[config.mk]
export PLATFORM = sky130hd
export DESIGN_NAME = hitgen_trigger_sched
export DESIGN_NICKNAME = d
export VERILOG_FILES = /design/src/rtl/hitgen_sched_pkg.sv /design/src/rtl/hitgen_trigger_sched_rr_arbiter.sv /design/src/rtl/hitgen_trigger_sched.sv
export SDC_FILE = /design/constraint.sdc
export NUM_CORES = 1
export LEC_CHECK = 0
export ABC_AREA = 1
export BUFFER_PORTS_ARGS = -buffer_cell sky130_fd_sc_hd__buf_2
export CAP_MARGIN = 20
export CORE_AREA = 2 2 98 100
export DETAILED_ROUTE_END_ITERATION = 7
export DIE_AREA = 0 0 100 102
export GPL_ROUTABILITY_DRIVEN = 1
export SLEW_MARGIN = 10
export SYNTH_ARGS = -nofsm -noshare
export SYNTH_HDL_FRONTEND = slang
export SYNTH_SLANG_ARGS = --single-unit
[constraint.sdc]
create_clock -name clk -period 2.9 [get_ports clk]
set_input_delay 0.58 -clock clk [delete_from_list [all_inputs] [get_ports clk]]
set_output_delay 0.58 -clock clk [all_outputs]
set_load 0.02 [all_outputs]
[src/rtl/hitgen_sched_pkg.sv]
// Shared types and constants for the hit-data generator trigger scheduler.
//   sched_state_t   : scheduler FSM states
//   DEF_TIMEOUT_CYC : default number of cycles the generator has to go busy
//   GAP_W           : width of the inter-stream gap setting
//   src_id_t        : source id wide enough for the largest supported requester count (8)
package hitgen_sched_pkg;

  typedef enum logic [2:0] {
    IDLE,
    FIRE,
    WAIT_BUSY,
    WAIT_DONE,
    GAP
  } sched_state_t;

  localparam int DEF_TIMEOUT_CYC = 8;
  localparam int GAP_W           = 8;
  localparam int SRC_ID_W        = 3;

  typedef logic [SRC_ID_W-1:0] src_id_t;

endpackage

[src/rtl/hitgen_trigger_sched_rr_arbiter.sv]
// Round-robin arbiter, reusable for any shared resource.
//   clk, reset : clock, synchronous active-high reset
//   req        : request vector
//   advance    : move the priority pointer to the current winner
//   grant      : one-hot winner (zero when no request)
//   grant_idx  : index of the winner
//   any_req    : at least one request present
// The search starts one past the last winner and wraps, so after reset
// (pointer = NUM_REQ-1) source 0 has first priority.
module rr_arbiter #(
  parameter int NUM_REQ = 4,
  localparam int IDX_W  = $clog2(NUM_REQ)
) (
  input  logic               clk,
  input  logic               reset,
  input  logic [NUM_REQ-1:0] req,
  input  logic               advance,
  output logic [NUM_REQ-1:0] grant,
  output logic [IDX_W-1:0]   grant_idx,
  output logic               any_req
);

  logic [IDX_W-1:0] ptr_reg;
  logic             found;
  int               cand;

  assign any_req = |req;

  always_comb begin
    grant     = '0;
    grant_idx = '0;
    found     = 1'b0;
    cand      = 0;
    for (int k = 1; k <= NUM_REQ; k++) begin
      cand = (int'(ptr_reg) + k) % NUM_REQ;
      if (!found && req[IDX_W'(cand)]) begin
        found                  = 1'b1;
        grant[IDX_W'(cand)]    = 1'b1;
        grant_idx              = IDX_W'(cand);
      end
    end
  end

  always_ff @(posedge clk) begin
    if (reset) begin
      ptr_reg <= IDX_W'(NUM_REQ - 1);
    end else if (advance && any_req) begin
      ptr_reg <= grant_idx;
    end
  end

endmodule

[src/rtl/hitgen_trigger_sched.sv]
// Trigger scheduler for the hit-data generator. Queues trigger pulses per
// source, grants them round-robin while the generator is idle, and issues a
// single-cycle trigger per stream, followed by an optional inter-stream gap.
//   clk, reset      : clock, synchronous active-high reset
//   enable          : allow new launches (in-flight stream always completes)
//   req_trig        : per-source trigger pulses
//   req_mask        : per-source enable; masked pulses are dropped
//   gap_cycles      : idle cycles forced after each stream end
//   clear_err       : clears overflow / timeout flags
//   hitgen_trigger  : trigger pulse to the generator
//   hitgen_done     : generator idle indication (low while streaming)
//   active_src      : source of the current / last stream
//   stream_start    : pulse coincident with hitgen_trigger
//   stream_end      : pulse after hitgen_done returns high
//   sched_busy      : scheduler not idle
//   overflow        : sticky per-source pending-counter overflow
//   timeout_err     : sticky, generator never went busy after a trigger
//   streams_issued  : wrapping trigger count
module hitgen_trigger_sched
  import hitgen_sched_pkg::*;
#(
  parameter int NUM_REQ     = 4,
  parameter int CNT_W       = 4,
  parameter int TIMEOUT_CYC = DEF_TIMEOUT_CYC,
  localparam int IDX_W      = $clog2(NUM_REQ),
  localparam int TMO_W      = $clog2(TIMEOUT_CYC + 1)
) (
  input  logic               clk,
  input  logic               reset,
  input  logic               enable,
  input  logic [NUM_REQ-1:0] req_trig,
  input  logic [NUM_REQ-1:0] req_mask,
  input  logic [GAP_W-1:0]   gap_cycles,
  input  logic               clear_err,
  output logic               hitgen_trigger,
  input  logic               hitgen_done,
  output logic [IDX_W-1:0]   active_src,
  output logic               stream_start,
  output logic               stream_end,
  output logic               sched_busy,
  output logic [NUM_REQ-1:0] overflow,
  output logic               timeout_err,
  output logic [15:0]        streams_issued
);

  sched_state_t       state_reg, state_next;
  logic [NUM_REQ-1:0] eligible;
  logic [NUM_REQ-1:0] grant;
  logic [IDX_W-1:0]   grant_idx;
  logic               any_elig;
  logic               fire_go;
  logic               tmo_hit;
  logic               end_hit;
  logic [TMO_W-1:0]   tmo_cnt_reg;
  logic [GAP_W-1:0]   gap_cnt_reg;
  logic [IDX_W-1:0]   active_src_reg;
  logic [15:0]        streams_reg;
  logic               timeout_reg;
  logic               stream_end_reg;

  // Grant happens on the IDLE->FIRE edge; the granted counter drops on the same edge.
  assign fire_go = (state_reg == IDLE) && enable && any_elig && hitgen_done;
  assign tmo_hit = (state_reg == WAIT_BUSY) && hitgen_done &&
                   (tmo_cnt_reg == TMO_W'(TIMEOUT_CYC - 1));
  assign end_hit = (state_reg == WAIT_DONE) && hitgen_done;

  rr_arbiter #(.NUM_REQ(NUM_REQ)) u_arb (
    .clk       (clk),
    .reset     (reset),
    .req       (eligible),
    .advance   (fire_go),
    .grant     (grant),
    .grant_idx (grant_idx),
    .any_req   (any_elig)
  );

  // Per-source pending counters and sticky overflow flags.
  for (genvar gi = 0; gi < NUM_REQ; gi++) begin : g_src
    logic [CNT_W-1:0] cnt_reg;
    logic             ovf_reg;
    logic             inc;
    logic             dec;
    logic             ovf_set;

    assign inc     = req_trig[gi] & req_mask[gi];
    assign dec     = fire_go & grant[gi];
    assign ovf_set = inc && !dec && (cnt_reg == {CNT_W{1'b1}});

    always_ff @(posedge clk) begin
      if (reset) begin
        cnt_reg <= '0;
        ovf_reg <= 1'b0;
      end else begin
        if (inc && !dec && !ovf_set) begin
          cnt_reg <= cnt_reg + 1'b1;
        end else if (dec && !inc) begin
          cnt_reg <= cnt_reg - 1'b1;
        end
        // A new overflow outranks a simultaneous clear.
        if (ovf_set) begin
          ovf_reg <= 1'b1;
        end else if (clear_err) begin
          ovf_reg <= 1'b0;
        end
      end
    end

    // Masking only hides the source; its queued count is kept.
    assign eligible[gi] = (cnt_reg != '0) & req_mask[gi];
    assign overflow[gi] = ovf_reg;
  end

  always_comb begin
    state_next = state_reg;
    case (state_reg)
      IDLE:      if (fire_go) state_next = FIRE;
      FIRE:      state_next = WAIT_BUSY;
      WAIT_BUSY: begin
        if (!hitgen_done)  state_next = WAIT_DONE;
        else if (tmo_hit)  state_next = IDLE;
      end
      WAIT_DONE: begin
        if (hitgen_done) state_next = (gap_cycles != '0) ? GAP : IDLE;
      end
      GAP:       if (gap_cnt_reg <= GAP_W'(1)) state_next = IDLE;
      default:   state_next = IDLE;
    endcase
  end

  always_ff @(posedge clk) begin
    if (reset) begin
      state_reg      <= IDLE;
      active_src_reg <= '0;
      streams_reg    <= '0;
      tmo_cnt_reg    <= '0;
      gap_cnt_reg    <= '0;
      timeout_reg    <= 1'b0;
      stream_end_reg <= 1'b0;
    end else begin
      state_reg <= state_next;
      if (fire_go) active_src_reg <= grant_idx;
      if (state_reg == FIRE) streams_reg <= streams_reg + 16'd1;
      tmo_cnt_reg <= (state_reg == WAIT_BUSY) ? tmo_cnt_reg + 1'b1 : '0;
      // Gap length is captured once, when the stream ends.
      if (end_hit) begin
        gap_cnt_reg <= gap_cycles;
      end else if (state_reg == GAP) begin
        gap_cnt_reg <= gap_cnt_reg - 1'b1;
      end
      stream_end_reg <= end_hit;
      if (tmo_hit) begin
        timeout_reg <= 1'b1;
      end else if (clear_err) begin
        timeout_reg <= 1'b0;
      end
    end
  end

  // Pure state/register decodes: no input reaches these outputs combinationally.
  assign hitgen_trigger = (state_reg == FIRE);
  assign stream_start   = (state_reg == FIRE);
  assign stream_end     = stream_end_reg;
  assign sched_busy     = (state_reg != IDLE);
  assign active_src     = active_src_reg;
  assign timeout_err    = timeout_reg;
  assign streams_issued = streams_reg;

endmodule

==> parameters.txt, run 1 <==
Parameter                              Value

Power
  Leak    2.05 nW
  Pwr Density    between 600 and 700 nW/um^2
  Overall Power    2.87 mW
  Worst IR Drop VDD    0.289 mV

Yosys
  Mapped Area    3570 sq um
  Combinational family with the most area after synthesis    simple AND/OR/NAND/NOR gates
  Compound-gate portion of the synthesized area    12.8%
  Proportion of synthesized chip area in sequential cells    31.9%
  Proportion of register bits with asynchronous set or reset after synthesis    0%
  Adder-cell share of the synthesized area    9.24%
  Post-synth net total    576
  Most used flip-flop cell after synthesis    sky130_fd_sc_hd__dfxtp_1
  Mean post-synth cell area    6.73 sq um
  Synth Register Bits    57
  Multiplexer fraction of the synthesized cell area    0%
  Simple logic cell fraction of the synthesized area    about a third
  Post-synthesis xor/xnor area fraction    2.21%
  Number of instances in the synthesized netlist    531
  Number of synthesized flops with an enable pin    0
  Count of unique library cells instantiated by Yosys    37
  Yosys warnings    0

Setup path
  Arr. time, crit path    2950 ps
  CP required    3130 ps
  Flop2flop setup slack    180 ps
  Start of the worst register-to-register path    u_arb.ptr_reg[1]$_SDFFE_PP1P_
  Type of element launching the critical path    register
  Number of buffer and inverter instances along the worst setup path    3
  Startpoint of the worst setup timing path    u_arb.ptr_reg[1]$_SDFFE_PP1P_
  Worst-path cell chain    clkinv_4 -> ha_4 -> inv_2 -> nand3_2 -> nand2_4 -> inv_1 -> nand2_1 -> nand2_1 -> nor2_1 -> nand2_1 -> a21oi_2 -> nand2_2 -> ha_1 -> nand2_1 -> nand2_1 -> a31oi_2 -> nand4_1 -> a21oi_1 -> nor2_1
  Critical path class    register to register
  Critical Path Max Stage Delay    about 360 ps
  Most Frequent Cell on Critical Path    sky130_fd_sc_hd__nand2_1
  Crit-path slowest cell    sky130_fd_sc_hd__dfxtp_2
  Endpoint of the lowest-slack register-to-register path    g_src[0].cnt_reg[3]$_SDFFE_PP0P_
  Cell family contributing the most delay on the critical path    simple AND/OR/NAND/NOR gates
  Max Fanout on Critical Path    8
  Path depth of the worst reg2reg path    19
  Type of element capturing the critical path    register

Route
  Final WL    8.86 mm
  Count of TritonRoute iterations in the first routing pass    4
  DRC    0
  Via Count    3,597
  Post-detailed-route count of antenna-violating nets    0
  Via-to-Cell Ratio    4.98
  1st-iter DRT viols    112
  Routed wire length per instance    12.3 um

STA
  Final worst clock skew    9.77 ps
  Highest attainable clock frequency    0.367 GHz
  Count of final hold-check violations    0
  Share of the clock period used by the worst path    93.9%
  Endpoints failing setup    0
  Pin slew with the least headroom to its limit    between 300 and 400 ps
  Headroom to the max-slew limit    between 70% and 80%
  Max-slew violation count    0
  Final min period    2720 ps
  RSZ-0062 raised after global routing    yes

Final layout
  Fraction of layout cells with a size suffix above 1    23.7%
  Number of cells in the finished layout apart from fillers    722
  Antenna diode count    0
  Fin area    approximately 4500 sq um
  Synthesis-to-layout area growth    25.3%
  # nets final    651
  Core Util, Final    49.2%

Die
  Number of ports placed on the die boundary    48
  Overall die width    ~100 um
  Core footprint    9110 sq um
  Die H    102 um
  Effective utilization at floorplan    39.2%
  Number of rows in the core area    35
  Die Footprint    10,200 sq um

Clock tree
  H-tree level count    3
  Number of buffers on the longest clock path    2
  Worst-skew pair later-pin latency    340 ps
  Clock input transition at the sequential cells of the worst setup and hold paths    about 70 ps
  Number of sinks handled by clock tree synthesis    57
  Root buf cell    sky130_fd_sc_hd__clkbuf_8
  TritonCTS Buffers    9
  Clock tree from TritonCTS    yes

Job
  Max-cap violation count    0

Worst hold path
  Worst hold path endpoint    tmo_cnt_reg[0]$_SDFF_PP0_
  Launch point of the worst hold path    tmo_cnt_reg[0]$_SDFF_PP0_
  Kind of path behind the tightest hold check    register to register
  Number of stages on the worst hold path    1

Global routing
  Initial antenna violation count    0
  GRT met2 Usage    29.4%
  Maximum number of pins on one net before global-route repair    22
  Via count of the first global-routing pass    roughly 3,400
  All-layer global routing usage    about 18%
  GR met3 Demand/Resource    3.83%
  Global-route wire length before repair    about 15 mm
  Residual overflow from global routing    0
  Met1 usage    22.6%
  Layer with the highest usage    met2

Place
  Post-DP HPWL    6.66 mm
  Count of input and output buffers    47
  Placed Instances    703
  Instance area at placement    between 4000 and 5000 sq um
  Final weighted congestion in routability-driven placement    0.875

Status
  Run status    finished, final reports clean
-- cell usage in the layout, fill, tap and decap left out, drive strengths merged --
cell and instances:
fa 4, nor4 6, o21a 3, buf 75, or2 1, ha 20
bufinv 2, o31ai 1, nor2 70, nor3 10, a21oi 44, o211ai 4
inv 71, or3 1, nand2 124, nand3b 2, nand3 48, nand4 13
a211oi 1, xor2 4, a31oi 11, clkinv 4, o21ai 17, a221oi 1
dfxtp 57, xnor2 5, clkbuf 11, a21boi 1
-- layout make-up --
class / count / area, sq um
Clock buffer: 11 / 141
Clock inverter: 5 / 78.8
Fill cell: 925 / 4630
Inverter: 72 / 275
Multi-Input combinational cell: 391 / 2250
Sequential cell: 57 / 1150
Tap cell: 111 / 139
Timing Repair Buffer: 75 / 445
-- metal layers --
metal	up-vias	part of all wire (%)
li1	1896	-
met1	1613	46
met2	71	47
met3	17	5.3
met4	0	2.0
met5	-	0
-- metrics by stage --
stage,worst slack (ps),hold slack [ps],TNS [ps]
floorplan,35.2,418,0
global placement,-3.36,432,-3.36
detailed placement,-77.2,437,-84.0
CTS,14.3,453,0
global route,-66.9,474,-121
finish,176,450,0
-- cells in the mapped netlist, drive strengths merged (5+ instances only) --
master | n | area (sq um)
nand2 | 124 | 483
inv | 70 | 263
nor2 | 70 | 278
dfxtp | 57 | 1140
nand3 | 48 | 255
a21oi | 44 | 220
ha | 20 | 250
o21ai | 17 | 85.1
nand4 | 13 | 81.3
a31oi | 11 | 68.8
nor3 | 10 | 61.3
buf | 6 | 42.5
nor4 | 6 | 43.8
clkbuf | 5 | 20.0
xnor2 | 5 | 43.8
-- power by group --
group / internal, mW / switching (mW) / total [mW]
sequential: 0.858 / 0.0708 / 0.929
combinational: 0.422 / 0.685 / 1.11
clock: 0.506 / 0.326 / 0.832
-- worst max-delay path by stage --
stage / endpoint / depth (start not counted)
floorplan: g_src[0].cnt_reg[3]$_SDFFE_PP0P_ / 19
global placement: g_src[3].cnt_reg[3]$_SDFFE_PP0P_ / 18
detailed placement: g_src[3].cnt_reg[3]$_SDFFE_PP0P_ / 18
CTS: g_src[0].cnt_reg[3]$_SDFFE_PP0P_ / 19
global route: g_src[3].cnt_reg[3]$_SDFFE_PP0P_ / 20
finish: g_src[0].cnt_reg[3]$_SDFFE_PP0P_ / 19
-- what timing repair did --
item / CTS / global route
setup endpoints to repair: 3 / 8
hold buffers: 0 / 0
setup buffers: 0 / 3
pin swaps: 0 / 8
gates resized for setup: 4 / 33
-- cell families after synthesis --
| family | count (synthesis) |
|---|---|
| AOI/OAI and AO/OA | 83 |
| xor gates and xnor gates | 9 |
| adders and majority gates | 24 |
| buffers and inverters | 83 |
| DFF | 57 |
| and+or+nand+nor | 275 |
Note: power is estimated with default switching activity, not from simulation.
==> run 2: changes to the inputs <==
Settings changed: CORE_AREA 2 2 98 100 to 2 2 88 111, DIE_AREA 0 0 100 102 to 0 0 90 113.
==> run 2 against run 1 <==
Effect of this change:
- global-route usage increased by 0.60 points
- total power increased by 10%
- combinational power about the same
- die area decreased by 0.29%
- fmax decreased by 0.36%
==> parameters.txt, run 2 (synthesis gave the netlist of run 1 again) <==
Parameter                              Value

Place
  Setup slack after placement    -51.7 ps (was -77.2 ps)
  Post-DP HPWL    6.64 mm (was 6.66 mm)
  Count of input and output buffers    47 (unchanged)
  Final weighted congestion in routability-driven placement    0.967 (was 0.875)
  Placed Instances    713 (was 703)

STA
  Highest attainable clock frequency    0.366 GHz (was 0.367 GHz)
  Max-slew violation count    0 (unchanged)
  Share of the clock period used by the worst path    94.3% (was 93.9%)
  Worst Hold Slack    450 ps (about the same)
  Final worst clock skew    4.15 ps (was 9.77 ps)
  Final min period    2730 ps (was 2720 ps)
  Count of final hold-check violations    0 (unchanged)
  Least setup slack across all paths after layout    166 ps (was 176 ps)
  RSZ-0062 raised after global routing    yes (unchanged)
  Headroom to the max-slew limit    69.8% (was 75.2%)
  Pin slew with the least headroom to its limit    448 ps (was 371 ps)
  Endpoints failing setup    0 (unchanged)

Global routing
  Residual overflow from global routing    0 (unchanged)
  All-layer global routing usage    18.3% (was 17.7%)
  Initial antenna violation count    0 (unchanged)
  Maximum number of pins on one net before global-route repair    27 (was 22)
  Global-route wire length before repair    15.4 mm (was 14.7 mm)
  Via count of the first global-routing pass    3,423 (was 3,351)

Die
  Core footprint    9080 sq um (was 9110 sq um)
  Number of ports placed on the die boundary    48 (unchanged)
  Die H    113 um (was 102 um)
  Effective utilization at floorplan    39.4% (was 39.2%)
  Overall die width    90 um (was 100 um)
  Number of rows in the core area    39 (was 35)
  Die Footprint    10,200 sq um (about the same)

Final layout
  Antenna diode count    0 (unchanged)
  Core Util, Final    50.6% (was 49.2%)
  Synthesis-to-layout area growth    28.6% (was 25.3%)
  Multi-input logic area    2250 sq um (unchanged)
  Most common library cell in the layout ignoring fill and taps    sky130_fd_sc_hd__nand2_1 (unchanged)
  # nets final    650 (was 651)
  Area taken by flip-flops and latches    1150 sq um (about the same)
  Fillers    911 (was 925)
  Most used cells in the layout excluding fill and tap cells    112 x sky130_fd_sc_hd__nand2_1, 68 x sky130_fd_sc_hd__inv_1, 65 x sky130_fd_sc_hd__nor2_1 (was 110 x sky130_fd_sc_hd__nand2_1, 67 x sky130_fd_sc_hd__inv_1, 63 x sky130_fd_sc_hd__nor2_1)
  Fraction of layout cells with a size suffix above 1    22.6% (was 23.7%)
  Number of cells in the finished layout apart from fillers    733 (was 722)

Power
  Pwr Density    689 nW/um^2 (was 640 nW/um^2)
  Leak    2.09 nW (was 2.05 nW)
  Worst IR Drop VDD    0.349 mV (was 0.289 mV)

Clock tree
  TritonCTS Buffers    9 (unchanged)
  Clock tree from TritonCTS    yes (unchanged)
  Clock input transition at the sequential cells of the worst setup and hold paths    50 ps (was 70 ps)
  Root buf cell    sky130_fd_sc_hd__clkbuf_16 (was sky130_fd_sc_hd__clkbuf_8)
  Worst-skew pair later-pin latency    320 ps (was 340 ps)
  H-tree level count    3 (unchanged)
  Number of sinks handled by clock tree synthesis    57 (unchanged)
  Number of buffers on the longest clock path    2 (unchanged)

Worst hold path
  Launch point of the worst hold path    tmo_cnt_reg[0]$_SDFF_PP0_ (unchanged)
  Kind of path behind the tightest hold check    register to register (unchanged)

Setup path
  Worst-path cell chain    nor2_1 -> nand2_1 -> nand3_1 -> nand2_1 -> nand2_1 -> nand2_2 -> nand3_2 -> nor2_1 -> nor2_1 -> nand2_1 -> nand2_2 -> nand3_2 -> buf_4 -> ha_1 -> a31oi_2 -> nand4_1 -> a21oi_1 -> nor2_1 (was clkinv_4 -> ha_4 -> inv_2 -> nand3_2 -> nand2_4 -> inv_1 -> nand2_1 -> nand2_1 -> nor2_1 -> nand2_1 -> a21oi_2 -> nand2_2 -> ha_1 -> nand2_1 -> nand2_1 -> a31oi_2 -> nand4_1 -> a21oi_1 -> nor2_1)
  Critical path class    register to register (unchanged)
  Type of element capturing the critical path    register (unchanged)
  Cell family contributing the most delay on the critical path    simple AND/OR/NAND/NOR gates (unchanged)
  Arr. time, crit path    2940 ps (was 2950 ps)
  Start of the worst register-to-register path    g_src[0].cnt_reg[2]$_SDFFE_PP0P_ (was u_arb.ptr_reg[1]$_SDFFE_PP1P_)
  CP required    3110 ps (was 3130 ps)
  Max Fanout on Critical Path    5 (was 8)
  Type of element launching the critical path    register (unchanged)
  Critical Path Max Stage Delay    340 ps (was 360 ps)
  Startpoint of the worst setup timing path    g_src[0].cnt_reg[2]$_SDFFE_PP0P_ (was u_arb.ptr_reg[1]$_SDFFE_PP1P_)
  Crit-path slowest cell    sky130_fd_sc_hd__dfxtp_2 (unchanged)
  Number of buffer and inverter instances along the worst setup path    1 (was 3)

Route
  Count of TritonRoute iterations in the first routing pass    6 (was 4)
  Final WL    9.07 mm (was 8.86 mm)
  Routed wire length per instance    12.4 um (was 12.3 um)
  DRC    0 (unchanged)
  Post-detailed-route count of antenna-violating nets    0 (unchanged)
  Via-to-Cell Ratio    4.94 (was 4.98)
  1st-iter DRT viols    143 (was 112)
  Via Count    3,622 (was 3,597)

Status
  Run status    finished, final reports clean (unchanged)

Job
  Max-cap violation count    0 (unchanged)
-- run 2: cell count changes in the layout (fill, tap and decap cells not counted), sizes merged --
cell and delta:
buf -1, clkinv +1, clkbuf -1, inv -1
clkinvlp +1
-- run 2: where the power goes --
group | internal (mW) | switching (mW) | total [mW]
clock | 0.747 | 0.366 | 1.11
sequential | 0.859 | 0.0676 | 0.927
combinational | 0.429 | 0.698 | 1.13
-- run 2: worst paths after layout --
kind / endpoint / slack (ps) / cells after the start
max: g_src[1].cnt_reg[3]$_SDFFE_PP0P_ / 170 / 18
min: tmo_cnt_reg[0]$_SDFF_PP0_ / 450 / 1
max reg2reg: g_src[1].cnt_reg[3]$_SDFFE_PP0P_ / 170 / 18
min reg2reg: tmo_cnt_reg[0]$_SDFF_PP0_ / 450 / 1
-- run 2: stage by stage --
stage | total power [mW] | setup TNS, ps | area, sq um
after floorplan | 1.62 | 0 | 3590
after global placement | 1.92 | 0 | 4110
after detailed placement | 1.94 | -99.7 | 4110
after CTS | 3.08 | 0 | 4430
after global routing | 3.38 | -87.9 | 4600
final | 3.17 | 0 | 4600
-- run 2: layout make-up --
class / instances / area share, %
flip-flops and latches: 57 / 25.0
clock inverters: 6 / 1.80
well taps: 123 / 3.35
clock buffers: 10 / 4.98
repair buffers: 74 / 10.0
multi-input cells: 391 / 48.9
inverters: 72 / 5.99
-- run 2: what timing repair did --
item | 4_1_cts | 5_1_grt
gates cloned | 0 | 0
setup endpoints to repair | 2 | 8
resized for setup | 2 | 27
buffers inserted | 0 | 4
hold buffers | 0 | 0
pin swaps | 0 | 13
-- run 2: per-layer routing --
layer  vias to the layer above  wire [um]  GRT usage (%)
met5                         -          0              0
met4                         0        142           7.38
met3                        10        475           4.66
met2                        93       4460           31.6
met1                      1624       3990           21.8
li1                       1895          -              -
-- run 2: worst register-to-register path, stage by stage (launching register included) --
cell                      delay, ps
sky130_fd_sc_hd__dfxtp_2        340
sky130_fd_sc_hd__nor2_1         100
sky130_fd_sc_hd__nand2_1        110
sky130_fd_sc_hd__nand3_1        130
sky130_fd_sc_hd__nand2_1        110
sky130_fd_sc_hd__nand2_1        100
sky130_fd_sc_hd__nand2_2        100
sky130_fd_sc_hd__nand3_2        130
sky130_fd_sc_hd__nor2_1          50
sky130_fd_sc_hd__nor2_1          80
sky130_fd_sc_hd__nand2_1        100
sky130_fd_sc_hd__nand2_2        100
sky130_fd_sc_hd__nand3_2        100
sky130_fd_sc_hd__buf_4          160
sky130_fd_sc_hd__ha_1           280
sky130_fd_sc_hd__a31oi_2        230
sky130_fd_sc_hd__nand4_1        150
sky130_fd_sc_hd__a21oi_1        180
sky130_fd_sc_hd__nor2_1          60
==> run 3: changes to the inputs <==
Clock period 2.9 ns to 3.3 ns, I/O delays scaled along.
==> run 3 against run 2 <==
Effect of this change:
- clock power down 17%
- count of clock-buffer cells in the layout unchanged
- sequential share of layout area up 1.5 points
- sequential power down 12%
==> parameters.txt, run 3 (synthesis gave the netlist of run 1 again) <==
Parameter                              Value

Route
  Count of TritonRoute iterations in the first routing pass    4 (was 6)
  Post-detailed-route count of antenna-violating nets    0 (unchanged)
  1st-iter DRT viols    152 (was 143)
  Final WL    8.55 mm (was 9.07 mm)
  Routed wire length per instance    11.9 um (was 12.4 um)
  DRC    0 (unchanged)
  Via-to-Cell Ratio    4.98 (was 4.94)
  Via Count    3,569 (was 3,622)

Clock tree
  Root buf cell    sky130_fd_sc_hd__clkbuf_16 (unchanged)
  TritonCTS Buffers    9 (unchanged)
  Number of buffers on the longest clock path    2 (unchanged)
  Clock tree from TritonCTS    yes (unchanged)
  Worst-skew pair later-pin latency    330 ps (was 320 ps)
  H-tree level count    3 (unchanged)
  CTS Hold Bufs    0 (unchanged)
  Number of sinks handled by clock tree synthesis    57 (unchanged)
  Clock input transition at the sequential cells of the worst setup and hold paths    50 ps (about the same)

Worst hold path
  Kind of path behind the tightest hold check    register to register (unchanged)
  Launch point of the worst hold path    tmo_cnt_reg[0]$_SDFF_PP0_ (unchanged)
  Worst hold path endpoint    tmo_cnt_reg[0]$_SDFF_PP0_ (unchanged)
  Number of stages on the worst hold path    1 (unchanged)

Setup path
  Max Fanout on Critical Path    9 (was 5)
  Path depth of the worst reg2reg path    19 (was 18)
  Start of the worst register-to-register path    u_arb.ptr_reg[1]$_SDFFE_PP1P_ (was g_src[0].cnt_reg[2]$_SDFFE_PP0P_)
  Type of element launching the critical path    register (unchanged)
  CP required    3520 ps (was 3110 ps)
  Arr. time, crit path    3310 ps (was 2940 ps)
  Endpoint of the lowest-slack register-to-register path    g_src[0].cnt_reg[3]$_SDFFE_PP0P_ (was g_src[1].cnt_reg[3]$_SDFFE_PP0P_)
  Type of element capturing the critical path    register (unchanged)
  Flop2flop setup slack    210 ps (was 170 ps)
  Critical path class    register to register (unchanged)

Die
  Number of rows in the core area    39 (unchanged)
  Die H    113 um (unchanged)
  Overall die width    90 um (unchanged)
  Die Footprint    10,200 sq um (unchanged)
  Number of ports placed on the die boundary    48 (unchanged)
  Effective utilization at floorplan    39.4% (unchanged)
  Core footprint    9080 sq um (unchanged)

Place
  Count of input and output buffers    47 (unchanged)
  Post-DP HPWL    6.33 mm (was 6.64 mm)
  Instance area at placement    3980 sq um (was 4110 sq um)
  Final weighted congestion in routability-driven placement    0.898 (was 0.967)
  Placed Instances    700 (was 713)
  Setup slack after placement    204 ps (was -51.7 ps)

Final layout
  Most common library cell in the layout ignoring fill and taps    sky130_fd_sc_hd__nand2_1 (unchanged)
  Core Util, Final    47.5% (was 50.6%)
  Fin area    4320 sq um (was 4600 sq um)
  # nets final    634 (was 650)
  Most used cells in the layout excluding fill and tap cells    117 x sky130_fd_sc_hd__nand2_1, 68 x sky130_fd_sc_hd__inv_1, 66 x sky130_fd_sc_hd__nor2_1 (was 112 x sky130_fd_sc_hd__nand2_1, 68 x sky130_fd_sc_hd__inv_1, 65 x sky130_fd_sc_hd__nor2_1)
  Synthesis-to-layout area growth    20.7% (was 28.6%)
  Fraction of layout cells with a size suffix above 1    16.2% (was 22.6%)
  Number of cells in the finished layout apart from fillers    717 (was 733)
  Fillers    947 (was 911)
  Antenna diode count    0 (unchanged)

STA
  Setup TNS    0 ps (unchanged)
  Endpoints failing setup    0 (unchanged)
  Highest attainable clock frequency    0.324 GHz (was 0.366 GHz)
  Pin slew with the least headroom to its limit    571 ps (was 448 ps)
  Headroom to the max-slew limit    61.9% (was 69.8%)
  Least setup slack across all paths after layout    212 ps (was 166 ps)
  Share of the clock period used by the worst path    93.6% (was 94.3%)
  RSZ-0062 raised after global routing    no (was yes)
  Final min period    3090 ps (was 2730 ps)
  Max-slew violation count    0 (unchanged)
  Worst Hold Slack    448 ps (was 450 ps)
  Final worst clock skew    4.43 ps (was 4.15 ps)
  Count of final hold-check violations    0 (unchanged)

Global routing
  Global-route wire length before repair    14.7 mm (was 15.4 mm)
  Via count of the first global-routing pass    3,358 (was 3,423)
  Residual overflow from global routing    0 (unchanged)
  Initial antenna violation count    0 (unchanged)
  Maximum number of pins on one net before global-route repair    35 (was 27)
  All-layer global routing usage    17.7% (was 18.3%)

Status
  Run status    finished, final reports clean (unchanged)

Power
  Leak    1.98 nW (was 2.09 nW)
  Pwr Density    598 nW/um^2 (was 689 nW/um^2)
  Worst IR Drop VDD    0.291 mV (was 0.349 mV)
  Overall Power    2.58 mW (was 3.17 mW)

Job
  Max-cap violation count    0 (unchanged)
run 3: changes by cell type in the layout (fill, tap and decap cells not counted), sizes merged:
| cell | delta |
|---|---|
| bufinv | -1 |
| buf | -16 |
| clkinv | +1 |
run 3: worst max-delay path by stage:
| stage | end | slack [ps] | start |
|---|---|---|---|
| final | g_src[0].cnt_reg[3]$_SDFFE_PP0P_ | 210 | u_arb.ptr_reg[1]$_SDFFE_PP1P_ |
| after global routing | g_src[0].cnt_reg[3]$_SDFFE_PP0P_ | 10 | u_arb.ptr_reg[1]$_SDFFE_PP1P_ |
| after detailed placement | g_src[0].cnt_reg[3]$_SDFFE_PP0P_ | 200 | req_mask[2] |
| after floorplan | g_src[0].cnt_reg[3]$_SDFFE_PP0P_ | 130 | u_arb.ptr_reg[1]$_SDFFE_PP1P_ |
| after CTS | g_src[2].cnt_reg[3]$_SDFFE_PP0P_ | 200 | u_arb.ptr_reg[1]$_SDFFE_PP1P_ |
| after global placement | g_src[2].cnt_reg[3]$_SDFFE_PP0P_ | 260 | req_mask[2] |
run 3: area by class of cell:
cell class	instances	area, sq um	share of cell area (%)
clock buffers	10	239	5.54
clock inverters	6	57.6	1.33
inverters	72	270	6.26
multi-input cells	391	2130	49.3
flip-flops and latches	57	1140	26.4
well taps	123	154	3.57
repair buffers	58	325	7.54
run 3: report_power, final:
group | internal, mW | switching [mW]
logic | 0.297 | 0.547
registers | 0.753 | 0.0629
clock network | 0.598 | 0.323
total | 1.65 | 0.933
run 3: timing repair:
item | in CTS | in global routing
resized for setup | 0 | 4
setup buffers | 0 | 0
endpoints found under the setup margin | 0 | 4
run 3: critical path, stage by stage, from the launching register on:
cell                       delay [ps]
sky130_fd_sc_hd__dfxtp_1          340
sky130_fd_sc_hd__clkinv_1         140
sky130_fd_sc_hd__ha_4             320
sky130_fd_sc_hd__inv_1             60
sky130_fd_sc_hd__buf_4            140
sky130_fd_sc_hd__nand2_1           60
sky130_fd_sc_hd__nand2_1          110
sky130_fd_sc_hd__nand3_2          130
sky130_fd_sc_hd__nor2_1            50
sky130_fd_sc_hd__nor2_1            80
sky130_fd_sc_hd__nand2_1          100
sky130_fd_sc_hd__a21oi_1          220
sky130_fd_sc_hd__nand2_2          170
sky130_fd_sc_hd__ha_1             360
sky130_fd_sc_hd__nand2_1           70
sky130_fd_sc_hd__nand2_1           40
sky130_fd_sc_hd__a31oi_1          190
sky130_fd_sc_hd__nand4_1          140
sky130_fd_sc_hd__a21oi_1          180
sky130_fd_sc_hd__nor2_1            60
run 3: metal layers:
layer | wire (um) | GRT usage [%] | vias up | part of all wire (%)
met4 | 175 | 8.62 | 0 | 2.0
li1 | - | - | 1863 | -
met1 | 3840 | 20.6 | 1607 | 45
met3 | 444 | 3.93 | 13 | 5.2
met5 | 0 | 0 | - | 0
met2 | 4100 | 30.8 | 86 | 48
